**src/rtl/rom_stream_pkg.sv**
```systemverilog
// Shared types and sizes for the ROM stream reader slice.
// Latency: n/a (types and constants only).
// Backpressure: n/a.
package rom_stream_pkg;

  localparam int ROM_ADDR_BITS  = 7;
  localparam int ROM_DATA_BITS  = 64;
  localparam int ROM_FIFO_DEPTH = 2;

  typedef enum logic [1:0] {
    IDLE  = 2'd0,
    READ  = 2'd1,
    DRAIN = 2'd2
  } romrd_state_t;

endpackage

```
**src/rtl/rom_skid_fifo.sv**
```systemverilog
// Register-based FIFO that holds ROM words until the consumer takes them.
// Latency: a pushed word is visible at head the cycle after the push.
// Backpressure: none internally; the caller must never push when full or pop when empty.
//
// Ports: clk, reset (async, active-high), push/push_dat (write), pop (drop head),
//        count (entries held), head (oldest entry, meaningful when count != 0).
module rom_skid_fifo #(
  parameter int DEPTH = 2,
  parameter int WIDTH = 64,
  localparam int CW   = $clog2(DEPTH + 1)
) (
  input  logic             clk,
  input  logic             reset,
  input  logic             push,
  input  logic [WIDTH-1:0] push_dat,
  input  logic             pop,
  output logic [CW-1:0]    count,
  output logic [WIDTH-1:0] head
);

  localparam int PW = (DEPTH > 1) ? $clog2(DEPTH) : 1;

  logic [WIDTH-1:0] mem [DEPTH];
  logic [PW-1:0]    rd_ptr;
  logic [PW-1:0]    wr_ptr;

  function automatic logic [PW-1:0] bump(input logic [PW-1:0] p);
    return (p == PW'(DEPTH - 1)) ? '0 : p + PW'(1);
  endfunction

  assign head = mem[rd_ptr];

  always_ff @(posedge clk or posedge reset) begin
    if (reset) begin
      rd_ptr <= '0;
      wr_ptr <= '0;
      count  <= '0;
      for (int i = 0; i < DEPTH; i++) begin
        mem[i] <= '0;
      end
    end else begin
      if (push) begin
        mem[wr_ptr] <= push_dat;
        wr_ptr      <= bump(wr_ptr);
      end
      if (pop) begin
        rd_ptr <= bump(rd_ptr);
      end
      // Simultaneous push and pop leave the occupancy unchanged.
      case ({push, pop})
        2'b10:   count <= count + CW'(1);
        2'b01:   count <= count - CW'(1);
        default: count <= count;
      endcase
    end
  end

endmodule

```
**src/rtl/rom1p1r_stream_reader.sv**
```systemverilog
// Reads WordCount consecutive ROM words from StartAdr and streams them out in order.
// Latency: Start at cycle 0 -> RomCEB low at cycle 1 -> first DataValid at cycle 2, then 1 word/cycle.
// Backpressure: DataReady low stalls issue via credits; no word is ever dropped.
//
// Ports: clk, reset (async, active-high); request Start/StartAdr/WordCount; status Busy/Done;
//        stream DataValid/DataReady/Data; ROM side RomCEB/RomA (driven) and RomQ (returned).
module rom1p1r_stream_reader
  import rom_stream_pkg::*;
#(
  parameter int ADDR_BITS  = ROM_ADDR_BITS,
  parameter int DATA_BITS  = ROM_DATA_BITS,
  parameter int FIFO_DEPTH = ROM_FIFO_DEPTH
) (
  input  logic                 clk,
  input  logic                 reset,
  input  logic                 Start,
  input  logic [ADDR_BITS-1:0] StartAdr,
  input  logic [ADDR_BITS:0]   WordCount,
  output logic                 Busy,
  output logic                 Done,
  output logic                 DataValid,
  input  logic                 DataReady,
  output logic [DATA_BITS-1:0] Data,
  output logic                 RomCEB,
  output logic [ADDR_BITS-1:0] RomA,
  input  logic [DATA_BITS-1:0] RomQ
);

  localparam int CW = $clog2(FIFO_DEPTH + 1);

  romrd_state_t         state;
  logic [ADDR_BITS-1:0] adr_q;
  logic [ADDR_BITS-1:0] rom_a_hold;
  logic [ADDR_BITS:0]   issue_left;
  logic [ADDR_BITS:0]   deliver_left;
  logic [ADDR_BITS:0]   deliver_next;
  logic                 in_flight;
  logic                 pop;
  logic                 issue;
  logic                 fifo_push;
  logic                 fifo_pop;
  logic                 fifo_empty;
  logic [CW-1:0]        fifo_count;
  logic [CW:0]          occupancy;
  logic [DATA_BITS-1:0] fifo_head;

  // The word returning from the ROM is offered straight to the consumer when
  // nothing older is queued; it is only written into the FIFO if not taken.
  assign fifo_empty = (fifo_count == '0);
  assign DataValid  = ~fifo_empty | in_flight;
  assign Data       = fifo_empty ? RomQ : fifo_head;
  assign pop        = DataValid & DataReady;
  assign fifo_pop   = pop & ~fifo_empty;
  assign fifo_push  = in_flight & ~(fifo_empty & pop);

  // Slots committed after this edge: stored + returning - leaving. Issuing only
  // below FIFO_DEPTH guarantees the returning word always has a slot.
  assign occupancy = {1'b0, fifo_count} + (CW + 1)'(in_flight) - (CW + 1)'(pop);
  assign issue     = (state == READ) && (issue_left != '0) &&
                     (occupancy < (CW + 1)'(FIFO_DEPTH));

  // The ROM is only enabled on an issue; the address holds otherwise.
  assign RomCEB = ~issue;
  assign RomA   = issue ? adr_q : rom_a_hold;

  assign deliver_next = deliver_left - {{ADDR_BITS{1'b0}}, pop};

  rom_skid_fifo #(
    .DEPTH (FIFO_DEPTH),
    .WIDTH (DATA_BITS)
  ) u_fifo (
    .clk      (clk),
    .reset    (reset),
    .push     (fifo_push),
    .push_dat (RomQ),
    .pop      (fifo_pop),
    .count    (fifo_count),
    .head     (fifo_head)
  );

  always_ff @(posedge clk or posedge reset) begin
    if (reset) begin
      state        <= IDLE;
      adr_q        <= '0;
      rom_a_hold   <= '0;
      issue_left   <= '0;
      deliver_left <= '0;
      in_flight    <= 1'b0;
      Busy         <= 1'b0;
      Done         <= 1'b0;
    end else begin
      Done         <= 1'b0;
      in_flight    <= issue;
      deliver_left <= deliver_next;

      if (issue) begin
        rom_a_hold <= adr_q;
        adr_q      <= adr_q + ADDR_BITS'(1);
        issue_left <= issue_left - (ADDR_BITS + 1)'(1);
      end

      case (state)
        IDLE: begin
          // Start is only looked at here, so a Start during a request is dropped.
          if (Start) begin
            if (WordCount != '0) begin
              adr_q        <= StartAdr;
              issue_left   <= WordCount;
              deliver_left <= WordCount;
              Busy         <= 1'b1;
              state        <= READ;
            end else begin
              Done <= 1'b1;
            end
          end
        end
        READ: begin
          if (issue && (issue_left == (ADDR_BITS + 1)'(1))) begin
            state <= DRAIN;
          end
        end
        DRAIN: begin
          if (deliver_next == '0) begin
            state <= IDLE;
            Busy  <= 1'b0;
            Done  <= 1'b1;
          end
        end
        default: state <= IDLE;
      endcase
    end
  end

endmodule
```
**config.mk**
```make
export PLATFORM = sky130hd
export DESIGN_NAME = rom1p1r_stream_reader
export DESIGN_NICKNAME = d
export VERILOG_FILES = /design/src/rtl/rom_stream_pkg.sv /design/src/rtl/rom_skid_fifo.sv /design/src/rtl/rom1p1r_stream_reader.sv
export SDC_FILE = /design/constraint.sdc
export NUM_CORES = 1
export LEC_CHECK = 0
export BUFFER_PORTS_ARGS = -buffer_cell sky130_fd_sc_hd__buf_2
export CAP_MARGIN = 0
export CORE_UTILIZATION = 48
export DETAILED_ROUTE_END_ITERATION = 6
export PLACE_DENSITY = 0.78
export SETUP_SLACK_MARGIN = 0.1
export SYNTH_ARGS = -nofsm -noshare
export SYNTH_HDL_FRONTEND = slang
export SYNTH_HIERARCHICAL = 1
export SYNTH_SLANG_ARGS = --single-unit
```
**constraint.sdc**
```tcl
create_clock -name clk -period 3.8 [get_ports clk]
set_input_delay 0 -clock clk [delete_from_list [all_inputs] [get_ports clk]]
set_output_delay 0 -clock clk [all_outputs]
set_load 0.01 [all_outputs]
```
==> flow_metrics.tcl <==
set metrics [dict create \
    io_buffers 157 \
    maxSlewHeadroom_pct 38.3 \
    p_leak_uw 0.00509 \
    start_util_pct 49.7 \
    path_cells "o31ai_4 > nor2_1 > fa_1 > xnor2_2 > and3_1 > nand2_4 > inv_2 > nand2_1 > nand2_1 > buf_2" \
    drive_above_1_share_pct 54.8 \
    grtUsageTotal_pct 21.4 \
    final_hold_viol_count 0 \
    startpoint_type "register" \
    dpl.hpwl_um 11500 \
    required_ns 3.80 \
    path_common_cell "nand2_1" \
    hp-class "input port to register" \
    place_area_um2 9600 \
    post-route-drc-count 0 \
    vias_per_cell 5.23 \
    synthFlopType "dfrtp_1" \
    wirelength_um 19300 \
    crit_path_max_incr_delay_ns 0.51 \
    worst_slew_pin_slew_ns 0.926 \
    synth_seq_area_share_pct 47.9 \
    grt_pass1_wl_um 30900 \
    rows 48 \
    cap_violations 0 \
    fp.dieW_um 137 \
    period_share_pct 81.8 \
    yosysUniqueCellTypes 49 \
    syn_to_final_growth_pct 25.8 \
    avgRoutedWirePerCell_um 17.6 \
    cp_slowest_cell "dfrtp_1" \
    power.internal_uw 6470 \
    cts-buffers-inserted 17 \
    clkPwrFrac_pct 16.6 \
    status "finished clean" \
    h-tree-depth 4 \
    switchingPower_uw 3540 \
    vias 5747 \
    crit_path_end_kind "output pin" \
    async_flop_share_pct 100 \
    arrival_ns 3.11 \
    top_level_ports 158 \
    netlist_area_um2 8720 \
    syn-num-nets 718 \
    peakVddDrop_mv 0.537 \
    synth-edff-count 0 \
    r2r_setup_slack_ns 1.08 \
    detail_route.first_pass.iterations 4 \
    core_um2 17500 \
    cts_tree "yes" \
    ys_ff_latch 167 \
    drv_slew 0 \
    clockRootBuffer "clkbuf_16" \
    p_seq_share_pct 33.0 \
    switching_share_pct 35.4 \
    clk_path_buf_depth 2 \
    path_clk_slew_ns 0.06 \
    clock_latency_ns 0.42 \
    drt_iter0_drc 266 \
    syn_inst 628 \
    setup_viol 0 \
    final_cell_mix "mux2_2 (196), dfrtp_1 (166), buf_2 (157)" \
    setup_tns_ns 0 \
    grt_pass1_vias 6198 \
    gp_congestion 0.821 \
    final_common_cell "mux2_2" \
    fmax_mhz 322 \
    nets 951 \
    finClkSkew_ns 0.00767 \
    crit_fanout 11 \
    die_h_um 137 \
    postSynthAreaPerCell_um2 13.9 \
    antenna_cells 0 \
    postLayoutCellArea_um2 11000 \
    dieArea_um2 18700 \
    final_util_pct 62.6 \
    combPwrFrac_pct 50.4 \
    yosys_warnings 6 \
    clock-sinks 167 \
    crit_type "register to output pin" \
    power_density_nw_per_um2 912 \
    antenna_found_initial 0 \
    grt_max_degree 78 \
    rsz0062_at_grt "no" \
    finalCriticalPeriod_ns 3.11 \
    ant_nets 0 \
    overflow 0 \
]
[cell usage after synthesis, types with 2 or more instances]
cell type / n / area [µm²]
mux2_2: 196 / 2210
dfrtp_1: 167 / 4180
mux2_4: 60 / 901
nand2_1: 43 / 161
nor2_1: 15 / 56.3
buf_2: 14 / 70.1
buf_6: 13 / 146
o21ai_1: 13 / 65.1
xnor2_1: 13 / 114
xor2_1: 10 / 87.6
inv_1: 7 / 26.3
nand3_1: 7 / 35.0
clkbuf_8: 6 / 82.6
ha_1: 6 / 75.1
nor3_1: 5 / 25.0
nor4_2: 4 / 50.1
o21ai_0: 4 / 20.0
a21oi_1: 3 / 15.0
and3_1: 3 / 18.8
nand4_1: 3 / 18.8
a31oi_1: 2 / 12.5
nand2b_1: 2 / 12.5
nor2b_4: 2 / 27.5
o211ai_1: 2 / 15.0
o21ai_2: 2 / 17.5
or3_1: 2 / 12.5
xnor2_2: 2 / 32.5
[kinds of logic (layout without fill, tap and decap cells)]
logic type,count (synthesis),after routing,share of synthesized area [%]
mux,256,256,35.6
buf+inv,41,286,3.77
simple gates,101,101,6.60
fa+ha+maj,7,7,1.09
flops,167,167,47.9
compound gates,31,31,2.27
xor+xnor,25,25,2.68
[registers in the layout, indices dropped and copies added (netlist names)]
register and cells:
issue_left 8, in_flight 1, u_fifo/wr_ptr 1, Busy 1, state 2, Done 1, deliver_left 8, adr_q 7
rom_a_hold 7, u_fifo/mem 128, u_fifo/count 2, u_fifo/rd_ptr 1
[through the flow]
stage / instances / setup WS (ns) / total power, µW / hold WS, ns
global placement: 986 / 1.15 / 8110 / 0.0492
finish: 1098 / 0.692 / 10000 / 0.0491
global route: 1098 / 0.483 / 10600 / 0.0562
floorplan: 628 / 0.274 / 7020 / 0.118
detailed placement: 986 / 1.09 / 8240 / 0.0448
CTS: 1098 / 0.699 / 10000 / 0.0310
[power by group through the flow]
stage	Combinational, µW	Clock (µW)	Sequential, µW
6_report	5040	1660	3300
5_1_grt	5460	1780	3410
4_1_cts	5040	1700	3290
3_5_place_dp	4950	0	3290
3_3_place_gp	4850	0	3260
2_1_floorplan	3940	0	3080
[what timing repair did]
item / in CTS / in global routing
hold endpoints to repair: 217 / 0
buffers inserted: 0 / 0
hold buffers: 81 / 0
gates resized for setup: 0 / 0
[metal layers]
layer  routed length [µm]  global-route usage [%]
met5                    0                       0
met4                  199                    5.62
met3                  873                    5.04
met2                 9610                    36.5
met1                 8650                    27.2
[layout make-up]
type / instances / area (µm²)
fillers: 1345 / 6570
multi-input cells: 420 / 4230
flip-flops and latches: 167 / 4180
repair buffers: 247 / 1690
clock buffers: 18 / 439
well taps: 225 / 282
clock inverters: 13 / 124
inverters: 8 / 32.5
[final timing paths]
check / start / endpoint / depth (start not counted)
min in group asynchronous: reset / rom_a_hold[3] / 3
hold reg to reg: rom_a_hold[1] / rom_a_hold[1] / 2
max in group asynchronous: reset / u_fifo/mem[99] / 4
setup / recovery: u_fifo/count[1] / RomA[3] / 10
hold / removal: DataReady / u_fifo/rd_ptr / 3
setup reg to reg: u_fifo/count[1] / issue_left[0] / 9
[worst max-delay path: cells and delay by family, from the launching register on]
family	cells	cell delay (ns)
simple gates	5	0.81
flops	1	0.51
fa+ha+maj	1	0.44
buf+inv	2	0.36
compound gates	1	0.35
xor+xnor	1	0.21
Note: power is estimated with default switching activity, not from simulation.
